`src/rtl/nap_pkg.sv`:
```
// Shared types and constants for the nap countdown: state encoding, BCD digit
// limits and the packed six-digit time used by both the setter and countdown.
package nap_pkg;

    typedef enum logic [1:0] {
        ST_IDLE  = 2'd0,
        ST_RUN   = 2'd1,
        ST_PAUSE = 2'd2,
        ST_ALARM = 2'd3
    } nap_state_t;

    localparam logic [3:0] LIM_9 = 4'd9;
    localparam logic [3:0] LIM_5 = 4'd5;

    typedef struct packed {
        logic [3:0] h10;
        logic [3:0] h1;
        logic [3:0] m10;
        logic [3:0] m1;
        logic [3:0] s10;
        logic [3:0] s1;
    } bcd_time_t;

    localparam bcd_time_t BCD_MAX_TIME = 24'h99_59_59;
    localparam bcd_time_t BCD_ONE_SEC  = 24'h00_00_01;
    localparam bcd_time_t BCD_ZERO     = 24'h00_00_00;

    // Any out-of-range digit makes the whole entry untrustworthy, so clamp to max.
    function automatic bcd_time_t bcd_saturate(input bcd_time_t t);
        if (t.h10 > LIM_9 || t.h1 > LIM_9 || t.m10 > LIM_5 ||
            t.m1 > LIM_9 || t.s10 > LIM_5 || t.s1 > LIM_9)
            return BCD_MAX_TIME;
        return t;
    endfunction

endpackage

```
`src/rtl/bcd_digit_dec.sv`:
```
// One BCD digit of the countdown: loadable register that decrements on an
// incoming borrow and wraps to LIMIT, passing the borrow up the chain.
module bcd_digit_dec #(
    parameter logic [3:0] LIMIT = 4'd9
) (
    input  logic       clock,
    input  logic       reset,
    input  logic [3:0] load_value,
    input  logic       load,
    input  logic       dec,
    input  logic       borrow_in,
    output logic [3:0] value,
    output logic       borrow_out
);

    assign borrow_out = dec && borrow_in && (value == 4'd0);

    always_ff @(posedge clock) begin
        if (reset) begin
            value <= 4'd0;
        end else if (load) begin
            value <= load_value;
        end else if (dec && borrow_in) begin
            value <= (value == 4'd0) ? LIMIT : value - 4'd1;
        end
    end

endmodule

```
`src/rtl/nap_countdown.sv`:
```
// Nap timer: loads a BCD duration, counts it down on the 1 Hz tick and holds
// the wake alarm until dismissed or ALARM_TICKS ticks have elapsed.
//
// state    | meaning
// ---------+-------------------------------------------------------------
// ST_IDLE  | waiting for a load; digits hold their last value
// ST_RUN   | decrementing one second per tick
// ST_PAUSE | countdown frozen while pause is high
// ST_ALARM | digits at zero, alarm high, counting ticks toward timeout
module nap_countdown
    import nap_pkg::*;
#(
    parameter int unsigned ALARM_TICKS = 30
) (
    input  logic       clock,
    input  logic       reset,
    input  logic       tick_1hz,
    input  logic       load,
    input  logic [3:0] hour10,
    input  logic [3:0] hour1,
    input  logic [3:0] minute10,
    input  logic [3:0] minute1,
    input  logic [3:0] second10,
    input  logic [3:0] second1,
    input  logic       pause,
    input  logic       cancel,
    output logic [3:0] rHour10,
    output logic [3:0] rHour1,
    output logic [3:0] rMinute10,
    output logic [3:0] rMinute1,
    output logic [3:0] rSecond10,
    output logic [3:0] rSecond1,
    output logic       running,
    output logic       alarm,
    output logic       done
);

    localparam logic [7:0] ALARM_LAST = 8'(ALARM_TICKS);

    nap_state_t state_q, state_d;
    logic [7:0] acnt_q, acnt_d;
    logic       done_q, done_d;

    bcd_time_t  load_val;
    bcd_time_t  cur_time;
    bcd_time_t  dig_load_val;
    logic       dig_load;
    logic       dig_dec;
    logic [5:0] borrow;
    logic       unused_borrow_top;

    assign load_val = bcd_saturate({hour10, hour1, minute10, minute1, second10, second1});

    always_comb begin
        state_d      = state_q;
        acnt_d       = acnt_q;
        dig_load     = 1'b0;
        dig_load_val = load_val;
        dig_dec      = 1'b0;

        if (cancel) begin
            // Cancel always swallows a same-cycle load; in IDLE it is a no-op.
            if (state_q != ST_IDLE) begin
                state_d = ST_IDLE;
                acnt_d  = 8'd0;
                if (state_q != ST_ALARM) begin
                    dig_load     = 1'b1;
                    dig_load_val = BCD_ZERO;
                end
            end
        end else if (load) begin
            dig_load = 1'b1;
            acnt_d   = 8'd0;
            state_d  = (load_val == BCD_ZERO) ? ST_IDLE : ST_RUN;
        end else begin
            unique case (state_q)
                ST_RUN: begin
                    if (pause) begin
                        state_d = ST_PAUSE;
                    end else if (tick_1hz) begin
                        dig_dec = 1'b1;
                        if (cur_time == BCD_ONE_SEC) begin
                            state_d = ST_ALARM;
                            acnt_d  = 8'd0;
                        end
                    end
                end
                ST_PAUSE: begin
                    if (!pause) state_d = ST_RUN;
                end
                ST_ALARM: begin
                    if (tick_1hz) begin
                        if (acnt_q + 8'd1 == ALARM_LAST) begin
                            state_d = ST_IDLE;
                            acnt_d  = 8'd0;
                        end else begin
                            acnt_d = acnt_q + 8'd1;
                        end
                    end
                end
                default: ;
            endcase
        end

        done_d = (state_d == ST_ALARM) && (state_q != ST_ALARM);
    end

    always_ff @(posedge clock) begin
        if (reset) begin
            state_q <= ST_IDLE;
            acnt_q  <= 8'd0;
            done_q  <= 1'b0;
        end else begin
            state_q <= state_d;
            acnt_q  <= acnt_d;
            done_q  <= done_d;
        end
    end

    // Borrow chain runs from seconds-units up to hours-tens.
    bcd_digit_dec #(.LIMIT(LIM_9)) u_s1 (
        .clock(clock), .reset(reset), .load_value(dig_load_val.s1), .load(dig_load),
        .dec(dig_dec), .borrow_in(1'b1), .value(cur_time.s1), .borrow_out(borrow[0])
    );
    bcd_digit_dec #(.LIMIT(LIM_5)) u_s10 (
        .clock(clock), .reset(reset), .load_value(dig_load_val.s10), .load(dig_load),
        .dec(dig_dec), .borrow_in(borrow[0]), .value(cur_time.s10), .borrow_out(borrow[1])
    );
    bcd_digit_dec #(.LIMIT(LIM_9)) u_m1 (
        .clock(clock), .reset(reset), .load_value(dig_load_val.m1), .load(dig_load),
        .dec(dig_dec), .borrow_in(borrow[1]), .value(cur_time.m1), .borrow_out(borrow[2])
    );
    bcd_digit_dec #(.LIMIT(LIM_5)) u_m10 (
        .clock(clock), .reset(reset), .load_value(dig_load_val.m10), .load(dig_load),
        .dec(dig_dec), .borrow_in(borrow[2]), .value(cur_time.m10), .borrow_out(borrow[3])
    );
    bcd_digit_dec #(.LIMIT(LIM_9)) u_h1 (
        .clock(clock), .reset(reset), .load_value(dig_load_val.h1), .load(dig_load),
        .dec(dig_dec), .borrow_in(borrow[3]), .value(cur_time.h1), .borrow_out(borrow[4])
    );
    bcd_digit_dec #(.LIMIT(LIM_9)) u_h10 (
        .clock(clock), .reset(reset), .load_value(dig_load_val.h10), .load(dig_load),
        .dec(dig_dec), .borrow_in(borrow[4]), .value(cur_time.h10), .borrow_out(borrow[5])
    );

    // Expiry is caught at 00:00:01, so the top borrow can never fire.
    assign unused_borrow_top = borrow[5];

    assign rHour10   = cur_time.h10;
    assign rHour1    = cur_time.h1;
    assign rMinute10 = cur_time.m10;
    assign rMinute1  = cur_time.m1;
    assign rSecond10 = cur_time.s10;
    assign rSecond1  = cur_time.s1;
    assign running   = (state_q == ST_RUN) || (state_q == ST_PAUSE);
    assign alarm     = (state_q == ST_ALARM);
    assign done      = done_q;

endmodule
```
`config.mk`:
```
export PLATFORM = sky130hd
export DESIGN_NAME = nap_countdown
export DESIGN_NICKNAME = d
export VERILOG_FILES = /design/src/rtl/nap_pkg.sv /design/src/rtl/bcd_digit_dec.sv /design/src/rtl/nap_countdown.sv
export SDC_FILE = /design/constraint.sdc
export NUM_CORES = 1
export LEC_CHECK = 0
export BUFFER_PORTS_ARGS = -buffer_cell sky130_fd_sc_hd__clkbuf_2
export CORE_UTILIZATION = 53
export DETAILED_ROUTE_END_ITERATION = 16
export PLACE_DENSITY_LB_ADDON = 0.08
export SLEW_MARGIN = 5
export SYNTH_ARGS = -nofsm -noshare
export SYNTH_HDL_FRONTEND = slang
export SYNTH_SLANG_ARGS = --single-unit
```
`constraint.sdc`:
```
create_clock -name clock -period 5.27 [get_ports clock]
set_input_delay 0.527 -clock clock [delete_from_list [all_inputs] [get_ports clock]]
set_output_delay 0.527 -clock clock [all_outputs]
set_load 0.01 [all_outputs]
```
==> qor.txt <==
Status -> finished, final reports clean
Fin nets -> 410
Rel. slew slack -> 16.0%
Crit-path cells -> inv_1 > ha_1 > nand2_1 > o21a_1 > nor3_1 > buf_4 > a21o_1 > a21oi_1 > a311oi_1
Fraction of registers with async set/reset -> 0%
Fmax -> 378 MHz
Cell family with most CP delay -> simple AND/OR/NAND/NOR gates
Reg clk slew, reported paths -> 0.06 ns
Most used DFF post-synth -> dfxtp_1
Filler cells -> 387
Via density -> 6.44
Worst slack at placement -> 2.71 ns
Seq/Total Area, Yosys -> 29.8%
Crit path required time -> 5.46 ns
CTS tree -> yes
GR Overflow Total -> 0
Logic gate share of total power -> 20.4%
Reg2reg end -> u_h1.value[2]
Top cells by area, synth -> dfxtp_1 (30%), a21oi_1 (7.5%), o21ai_0 (6.2%)
Die height -> 68.6 µm
Share of the synthesized area in the top cell type -> 29.8%
Critical path class -> register to register
Leak pwr -> 1.04 nW
Sw Share -> 30.7%
Slew Limit Fails -> 0
RSZ-0062 raised after global routing -> false
Antenna violations before repair -> 0
Max_cap viols -> 0
Worst vdd ir -> 0.154 mV
Yosys reg bits -> 35
Pwr/cell area -> 220 mW/mm²
Setup slack, reg-to-reg -> 2.62 ns
Worst-case reg-to-reg path depth -> 9
Endpoints failing setup -> 0
Via count -> 2,723
First-pass GRT wire length -> 10,800 µm
Worst Setup End Kind -> register
Worst path arrival time -> 2.84 ns
Die Wd -> 68.6 µm
# diodes -> 0
Clk_lat worst skew -> 0.29 ns
CP bufs+invs -> 2
Num CTS Buffers -> 5
Worst reg2reg path startpoint -> state_q[0]
Setup bufs post-CTS -> 0
Die area -> 0.00470 mm²
H-tree depth -> 2
Post-cts resize count -> 0
Shortest period the worst path allows -> 2.65 ns
Root buf cell -> clkbuf_8
Row cnt -> 23
Terminating pin of the worst hold path -> acnt_q[7]
Final worst slack -> 2.62 ns
1st-pass router iterations -> 5
EDFF count, synth -> 0
Hold WC Path Type -> register to register
Post-synth top cells -> a21oi_1 (35), dfxtp_1 (35), nand2_1 (34)
Pin slew with the least headroom to its limit -> 1.25 ns
Clock Sinks -> 35
Dpl hpwl -> 4900 µm
Final hold slack -> 0.498 ns
Post-CTS Hold Buffers -> 0
Net Count, Synth -> 360
Crit path max fanout -> 8
Post-Layout Inst Area -> 0.00271 mm²
Hold Crit Start -> acnt_q[7]
Final hold viol count -> 0
Setup TNS -> 0 ns
Routed Antenna Nets -> 0
Syn Area/Cell -> 7.25 µm²
Initial core utilization -> 57.1%
DR iter-0 viols -> 175
Yosys warning count -> 0
Layout area overhead -> 15.3%
Net Switching -> 0.183 mW
CP Launch Type -> register
Synth Instances -> 324
Clk network pwr share -> 30.2%
Layout cell share with drive strength beyond 1 -> 19.0%
Final clock skew -> 0.00500 ns
Top-Level Pins -> 57
Routed wire length -> 6730 µm
Drt drc -> 0
Internal -> 0.413 mW
Post-Place Cell Area -> 0.00264 mm²
IO Port Bufs -> 56
Mapped Area -> 0.00235 mm²
Crit path largest cell delay -> 0.63 ns
Gr usage total -> 31.0%
Area leader, netlist -> dfxtp_1
WHS Path Cells -> 2
Largest net degree at the start of global routing -> 30
Max Root-Sink Buffers -> 2
Final GP Congestion -> 0.879
Core area -> 0.00412 mm²
Average wire per standard cell -> 15.9 µm
Synth unique cells -> 50
Critical path's slowest cell -> nor3_1
Vias in the first global route -> 2,359
Final Cycle Share -> 50.2%
Flop pwr share -> 49.4%
[routing by layer]
metal  routed length (µm)  GRT usage [%]  vias to the layer above
met1                 2780           37.2                     1257
li1                     -              -                     1325
met3                  537           6.09                       18
met5                    0              0                        -
met4                  160           12.8                        0
met2                 3250           53.6                      123
[tightest hold or removal path: stages (launching register included)]
cell	delay, ns
dfxtp_1	0.32
o21ai_0	0.07
a21oi_1	0.06
[state kept, by name, summed over array words and instances (netlist names), 2 cells and up]
signal / cells
u_s1.value: 4
u_m1.value: 4
u_h10.value: 4
u_s10.value: 4
state_q: 2
acnt_q: 8
u_h1.value: 4
u_m10.value: 4
[cells in the final DEF, fill, tap and decap left out, drive strengths merged, types with 2 or more instances in the layout]
cell type  Yosys  final
nor3          17     17
a31oi          7      7
o211ai         6      6
or3           11     11
nor2          27     27
inv            9      9
nand2b         2      2
clkbuf        10     62
and3           3      3
or2            2      2
nor2b          2      2
ha             6      6
a22o           2      2
dfxtp         35     35
nand4          9      9
a211oi         4      4
and4           2      2
o22ai          2      2
nor3b          2      2
and2           3      3
o2111a         2      2
o31ai          2      2
nand2         34     34
or4            6      6
nor4          12     12
o21ai         31     31
a21oi         35     35
nand3         15     15
o21a           3      3
buf            5      2
xnor2          3      3
o41ai          3      3
[area by class of cell]
cell class | instances | area (µm²) | share of cell area (%)
multi-input cells | 265 | 1550 | 57.0
flip-flops and latches | 35 | 701 | 25.9
repair buffers | 58 | 295 | 10.9
clock buffers | 6 | 72.6 | 2.68
well taps | 50 | 62.6 | 2.31
inverters | 9 | 33.8 | 1.25
[how the worst max path moves through the flow]
stage          startpoint             end  slack, ns  depth (start not counted)
3_5_place_dp   state_q[0]   u_h1.value[2]       2.71                          9
4_1_cts        state_q[0]   u_h1.value[2]       2.68                          9
3_3_place_gp   state_q[0]   u_h1.value[2]       2.74                          9
5_1_grt        state_q[0]  u_h10.value[0]       2.44                          7
2_1_floorplan   acnt_q[0]       acnt_q[3]       3.07                          7
6_report       state_q[0]   u_h1.value[2]       2.62                          9
[logic make-up (layout without fill, tap and decap cells)]
family	after synthesis	count (layout)	synth area share, %
buffers and inverters	24	73	4.42
xor gates and xnor gates	3	3	1.12
AOI/OAI and AO/OA	105	105	27.3
adders and majority gates	6	6	3.19
and+or+nand+nor	150	150	33.7
DFF	35	35	29.8
muxes	1	1	0.479
[stage by stage]
step	cells	utilization, %	power (mW)
floorplan	324	-	0.372
global placement	417	64.1	0.418
detailed placement	417	64.1	0.419
CTS	423	65.9	0.597
global route	423	65.9	0.623
finish	423	65.9	0.596
[power by group through the flow]
stage | registers, mW | logic, mW | clock network [mW]
6_report | 0.294 | 0.122 | 0.180
4_1_cts | 0.293 | 0.120 | 0.184
3_3_place_gp | 0.299 | 0.120 | 0
2_1_floorplan | 0.301 | 0.0712 | 0
5_1_grt | 0.296 | 0.135 | 0.191
3_5_place_dp | 0.299 | 0.120 | 0
Note: power is estimated with default switching activity, not from simulation.
